**src/rtl/stopwatch_bcd.sv**
```systemverilog
// BCD MM:SS.hh stopwatch core clocked by the 10 MHz master clock.
// Edge-detects the 100 Hz tick and debounced controls in-domain.
module stopwatch_bcd #(
  parameter int MIN_WRAP = 60
) (
  input  logic       CLOCK_10MHz,
  input  logic       RESET_N,
  input  logic       CLOCK_100Hz,
  input  logic       START_STOP,
  input  logic       LAP,
  input  logic       CLEAR,
  output logic [3:0] MIN_T,
  output logic [3:0] MIN_U,
  output logic [3:0] SEC_T,
  output logic [3:0] SEC_U,
  output logic [3:0] HUN_T,
  output logic [3:0] HUN_U,
  output logic       RUNNING,
  output logic       LAP_HOLD,
  output logic       WRAP
);

  localparam logic [3:0] MT_MAX = 4'((MIN_WRAP - 1) / 10);
  localparam logic [3:0] MU_MAX = 4'((MIN_WRAP - 1) % 10);

  logic       r_p100, r_pss, r_plap, r_pclr;
  logic       r_run, r_hold, r_wrap;
  logic [3:0] r_mt, r_mu, r_st, r_su, r_ht, r_hu;
  logic [3:0] r_dmt, r_dmu, r_dst, r_dsu, r_dht, r_dhu;

  logic w_tick, w_ss, w_lap, w_clr;
  logic w_c0, w_c1, w_c2, w_c3, w_c4;
  logic w_min_top, w_mu_roll, w_wrap;

  assign w_tick = CLOCK_100Hz & ~r_p100;
  assign w_ss   = START_STOP  & ~r_pss;
  assign w_lap  = LAP         & ~r_plap;
  assign w_clr  = CLEAR       & ~r_pclr;

  assign w_c0 = w_tick & r_run;
  assign w_c1 = w_c0 & (r_hu == 4'd9);
  assign w_c2 = w_c1 & (r_ht == 4'd9);
  assign w_c3 = w_c2 & (r_su == 4'd9);
  assign w_c4 = w_c3 & (r_st == 4'd5);

  assign w_min_top = (r_mt == MT_MAX) && (r_mu == MU_MAX);
  assign w_mu_roll = w_min_top || (r_mu == 4'd9);
  assign w_wrap    = w_c4 & w_min_top;

  function automatic logic [3:0] f_inc(
    input logic [3:0] d,
    input logic [3:0] m
  );
    return (d == m) ? 4'd0 : d + 4'd1;
  endfunction

  always_ff @(posedge CLOCK_10MHz or negedge RESET_N) begin
    if (!RESET_N) begin
      r_p100 <= 1'b1;
      r_pss  <= 1'b1;
      r_plap <= 1'b1;
      r_pclr <= 1'b1;
      r_run  <= 1'b0;
      r_hold <= 1'b0;
      r_wrap <= 1'b0;
      r_mt   <= '0;
      r_mu   <= '0;
      r_st   <= '0;
      r_su   <= '0;
      r_ht   <= '0;
      r_hu   <= '0;
      r_dmt  <= '0;
      r_dmu  <= '0;
      r_dst  <= '0;
      r_dsu  <= '0;
      r_dht  <= '0;
      r_dhu  <= '0;
    end else begin
      r_p100 <= CLOCK_100Hz;
      r_pss  <= START_STOP;
      r_plap <= LAP;
      r_pclr <= CLEAR;
      // display tracks the count as it stood before this edge
      if (!r_hold) begin
        r_dmt <= r_mt;
        r_dmu <= r_mu;
        r_dst <= r_st;
        r_dsu <= r_su;
        r_dht <= r_ht;
        r_dhu <= r_hu;
      end
      if (w_clr) begin
        r_run  <= 1'b0;
        r_hold <= 1'b0;
        r_wrap <= 1'b0;
        r_mt   <= '0;
        r_mu   <= '0;
        r_st   <= '0;
        r_su   <= '0;
        r_ht   <= '0;
        r_hu   <= '0;
      end else begin
        r_wrap <= w_wrap;
        if (w_ss)  r_run  <= ~r_run;
        if (w_lap) r_hold <= ~r_hold;
        if (w_c0)  r_hu   <= f_inc(r_hu, 4'd9);
        if (w_c1)  r_ht   <= f_inc(r_ht, 4'd9);
        if (w_c2)  r_su   <= f_inc(r_su, 4'd9);
        if (w_c3)  r_st   <= f_inc(r_st, 4'd5);
        if (w_c4)  r_mu   <= w_mu_roll ? 4'd0 : r_mu + 4'd1;
        if (w_c4 && w_mu_roll)
          r_mt <= w_min_top ? 4'd0 : r_mt + 4'd1;
      end
    end
  end

  assign MIN_T    = r_dmt;
  assign MIN_U    = r_dmu;
  assign SEC_T    = r_dst;
  assign SEC_U    = r_dsu;
  assign HUN_T    = r_dht;
  assign HUN_U    = r_dhu;
  assign RUNNING  = r_run;
  assign LAP_HOLD = r_hold;
  assign WRAP     = r_wrap;

endmodule

```
**config.mk**
```make
export PLATFORM = sky130hd
export DESIGN_NAME = stopwatch_bcd
export DESIGN_NICKNAME = d
export VERILOG_FILES = /design/src/rtl/stopwatch_bcd.sv
export SDC_FILE = /design/constraint.sdc
export NUM_CORES = 1
export LEC_CHECK = 0
export ABC_AREA = 1
export CAP_MARGIN = 20
export CORE_MARGIN = 10
export CORE_UTILIZATION = 34
export CTS_CLUSTER_SIZE = 25
export DETAILED_ROUTE_END_ITERATION = 12
export DONT_BUFFER_PORTS = 1
export PLACE_DENSITY = 0.58
export SLEW_MARGIN = 5
export SYNTH_ARGS = -nofsm -noshare
export SYNTH_HDL_FRONTEND = slang
export SYNTH_SLANG_ARGS = --single-unit
```
**constraint.sdc**
```tcl
create_clock -name CLOCK_10MHz -period 1.6 [get_ports CLOCK_10MHz]
set_input_delay 0.32 -clock CLOCK_10MHz [delete_from_list [all_inputs] [get_ports CLOCK_10MHz]]
set_output_delay 0.32 -clock CLOCK_10MHz [all_outputs]
set_load 0.05 [all_outputs]
```
==> reports/qor.json <==
{
  "run_status": {"value": "complete, but fails checks"},
  "failed_checks": {"value": "hold timing"},
  "antenna_cells_inserted": {"value": 0},
  "clock-root-buffer": {"value": "sky130_fd_sc_hd__clkbuf_8"},
  "route.detailed.wl_per_inst": {"value": 13.76, "unit": "um"},
  "number_of_global_route_vias_before_repair": {"value": 1793},
  "detailedRoute.firstPassIterationCount": {"value": 4},
  "synthDominantCellAreaShare": {"value": 49.37, "unit": "%"},
  "yosysSeqAreaShare": {"value": 53.44, "unit": "%"},
  "crit_fanout": {"value": 4},
  "clk_latency": {"value": 0.31, "unit": "ns"},
  "post_synth_inst_count": {"value": 279},
  "drc": {"value": 0},
  "synth-seq-cells": {"value": 55},
  "tritoncts": {"value": "built"},
  "worst-endpoint-arrival": {"value": 1.72, "unit": "ns"},
  "fin_skew": {"value": 0.009237, "unit": "ns"},
  "yosysWarningCount": {"value": 0},
  "critPathCaptureType": {"value": "register"},
  "dieHeight": {"value": 107.2, "unit": "um"},
  "power.ir.vdd_worst": {"value": 0.4291, "unit": "mV"},
  "grtUsageTotal": {"value": 9.782, "unit": "%"},
  "hold_ws": {"value": -0.2987, "unit": "ns"},
  "critical-path-slowest-cell": {"value": "sky130_fd_sc_hd__dfrtp_1"},
  "criticalPathCategory": {"value": "register to register"},
  "syn-cell-area": {"value": 2585, "unit": "um^2"},
  "critical_path.most_common_cell": {"value": "sky130_fd_sc_hd__nand2_1"},
  "ant_nets": {"value": 0},
  "grt-ovfl-total": {"value": 0},
  "critical_path.cell_chain": {"value": "inv_1 > ha_1 > nand2_1 > nor2_1 > nand3_1 > nand2_1 > nor2_1 > nand3_1 > nand2_1"},
  "dp.cells": {"value": 378},
  "num_io_pins": {"value": 33},
  "timing.fmax": {"value": 655.7, "unit": "MHz"},
  "layoutNonFillerInstCount": {"value": 399},
  "final.setup.worst_slack": {"value": 0.07497, "unit": "ns"},
  "dp_hpwl": {"value": 3779, "unit": "um"},
  "cts_buffer_depth": {"value": 2},
  "postRouteWirelength": {"value": 5492, "unit": "um"},
  "vias_per_cell": {"value": 4.644},
  "synth_cell_types": {"value": 26},
  "setup-violations-final": {"value": 0},
  "post_synth.cell_area_avg": {"value": 9.265, "unit": "um^2"},
  "final.min_clock_period": {"value": 1.525, "unit": "ns"},
  "timing.slew.headroom": {"value": 66.59, "unit": "%"},
  "final_net_count": {"value": 317},
  "timing.critical_path.from_type": {"value": "register"},
  "cp_slowest_stage_delay": {"value": 0.41, "unit": "ns"},
  "cp_data_required_time": {"value": 1.80, "unit": "ns"},
  "final_hold_viol_count": {"value": 55},
  "power_density": {"value": 1269, "unit": "nW/um^2"},
  "grt_antenna_before_repair": {"value": 0},
  "drt-initial-drc-count": {"value": 61},
  "port_buffers": {"value": 0},
  "min_path_type": {"value": "primary input to async pin"},
  "layout_cell_share_with_drive_strength_beyond_1": {"value": 17.67, "unit": "%"},
  "total_number_of_vias": {"value": 1853},
  "total_power": {"value": 3.818, "unit": "mW"},
  "clk_transition_reported_paths": {"value": 0.10, "unit": "ns"},
  "initial_core_util": {"value": 35.26, "unit": "%"},
  "finalCritPeriodShare": {"value": 95.31, "unit": "%"},
  "detailedPlace.worstSlack": {"value": 0.04208, "unit": "ns"},
  "post-synth-top-area-cell": {"value": "sky130_fd_sc_hd__dfrtp_1"},
  "post-route-util": {"value": 41.05, "unit": "%"},
  "p_leak": {"value": 1.420, "unit": "nW"},
  "floorplan.die_area": {"value": 11490, "unit": "um^2"},
  "pins_over_their_slew_limit": {"value": 0},
  "cts_hold_repair.buffers": {"value": 4},
  "post_syn_nets": {"value": 297},
  "areaGrowthSynthToFinish": {"value": 16.41, "unit": "%"},
  "globalplace.congestion": {"value": 0.7913},
  "cts_buffers": {"value": 5},
  "design.core.area": {"value": 7331, "unit": "um^2"},
  "row_count": {"value": 31},
  "layout.cells.most_common": {"value": "sky130_fd_sc_hd__nand2_1"},
  "final_cell_mix": {"value": "sky130_fd_sc_hd__nand2_1, sky130_fd_sc_hd__dfrtp_1, sky130_fd_sc_hd__o21ai_0"},
  "die_width": {"value": 107.2, "unit": "um"},
  "cts.sink_count": {"value": 55},
  "grt_max_degree": {"value": 56},
  "wire_length_of_the_first_global_routing_pass": {"value": 9142, "unit": "um"},
  "synth_top_cells_by_area": {"value": "sky130_fd_sc_hd__dfrtp_1, sky130_fd_sc_hd__nand2_1, sky130_fd_sc_hd__o21ai_0"},
  "cts-htree-levels": {"value": 2},
  "max-cap-violations": {"value": 0},
  "tightestPinTransition": {"value": 0.5011, "unit": "ns"},
  "setup_tns": {"value": 0, "unit": "ns"}
}
==> metal layers <==
metal  GRT usage, %  vias up  wire [um]
met5              0        -          0
met4          4.062        0         89
met3          3.114        5        290
met2          15.05       21       2532
met1          12.36      880       2580
li1               -      947          -
==> report_power, final <==
part | total (mW) | switching [mW] | internal (mW)
combinational | 0.713 | 0.409 | 0.305
sequential | 2.31 | 0.683 | 1.63
clock | 0.791 | 0.440 | 0.351
==> synthesized netlist by cell type <==
| cell type | n |
|---|---|
| sky130_fd_sc_hd__a21oi_1 | 3 |
| sky130_fd_sc_hd__buf_4 | 2 |
| sky130_fd_sc_hd__buf_6 | 1 |
| sky130_fd_sc_hd__clkbuf_1 | 5 |
| sky130_fd_sc_hd__dfrtp_1 | 51 |
| sky130_fd_sc_hd__dfstp_2 | 4 |
| sky130_fd_sc_hd__ha_1 | 12 |
| sky130_fd_sc_hd__inv_1 | 29 |
| sky130_fd_sc_hd__inv_2 | 1 |
| sky130_fd_sc_hd__nand2_1 | 61 |
| sky130_fd_sc_hd__nand2_2 | 1 |
| sky130_fd_sc_hd__nand2_4 | 1 |
| sky130_fd_sc_hd__nand3_1 | 19 |
| sky130_fd_sc_hd__nand3_2 | 4 |
| sky130_fd_sc_hd__nand4_1 | 6 |
| sky130_fd_sc_hd__nand4_2 | 1 |
| sky130_fd_sc_hd__nor2_1 | 19 |
| sky130_fd_sc_hd__nor2_4 | 3 |
| sky130_fd_sc_hd__nor3_1 | 4 |
| sky130_fd_sc_hd__o21ai_0 | 34 |
| sky130_fd_sc_hd__o21ai_1 | 1 |
| sky130_fd_sc_hd__o21ai_2 | 2 |
| sky130_fd_sc_hd__o21ai_4 | 1 |
| sky130_fd_sc_hd__o22ai_1 | 3 |
| sky130_fd_sc_hd__xnor2_1 | 2 |
| sky130_fd_sc_hd__xor2_1 | 9 |
==> worst paths after layout <==
check	from	endpoint	slack [ns]	cells after the start
max	r_mu[1]	r_mt[2]	0.07	9
min	RESET_N	r_su[2]	-0.30	0
min reg2reg	r_mt[1]	r_mt[1]	0.58	2
max in group asynchronous	RESET_N	r_pclr	1.69	0
max reg2reg	r_mu[1]	r_mt[2]	0.07	9
min in group CLOCK_10MHz	LAP	LAP_HOLD	0.16	2
==> worst max-delay path, delay by kind of cell (launching register included) <==
| kind | cells | cell delay, ns |
|---|---|---|
| adder cells (fa/ha/maj) | 1 | 0.16 |
| flip-flops | 1 | 0.41 |
| buffers and inverters | 1 | 0.10 |
| AND/OR/NAND/NOR | 7 | 0.73 |
==> layout make-up <==
type | instances | area (um^2)
clock buffer | 7 | 86.33
clock inverter | 1 | 5.005
fill | 699 | 4322
inverter | 30 | 115.1
multi-input combinational | 187 | 1119
sequential | 55 | 1384
tap | 99 | 123.9
timing repair buffer | 20 | 176.4
==> logic make-up (layout without fill, tap and decap cells) <==
logic type | count (synthesis) | after routing | synth area share (%)
fa+ha+maj | 12 | 12 | 5.808
simple gates | 119 | 120 | 21.54
xor+xnor | 11 | 11 | 3.727
buf+inv | 38 | 58 | 6.098
compound gates | 44 | 44 | 9.390
flops | 55 | 55 | 53.44
==> stage by stage <==
stage                     cell area [um^2]  hold slack (ns)
after floorplan                       2585          0.02441
after global placement                2738          0.02749
after detailed placement              2738          0.02705
after CTS                             2869          -0.3171
after global routing                  3009          -0.3272
final                                 3009          -0.2987
==> timing repair <==
action | CTS | global route
setup buffers | 0 | 8
endpoints found under the setup margin | 0 | 11
gates resized for setup | 0 | 20
endpoints found under the hold margin | 59 | 55
Power figures use the tool's default switching activity.
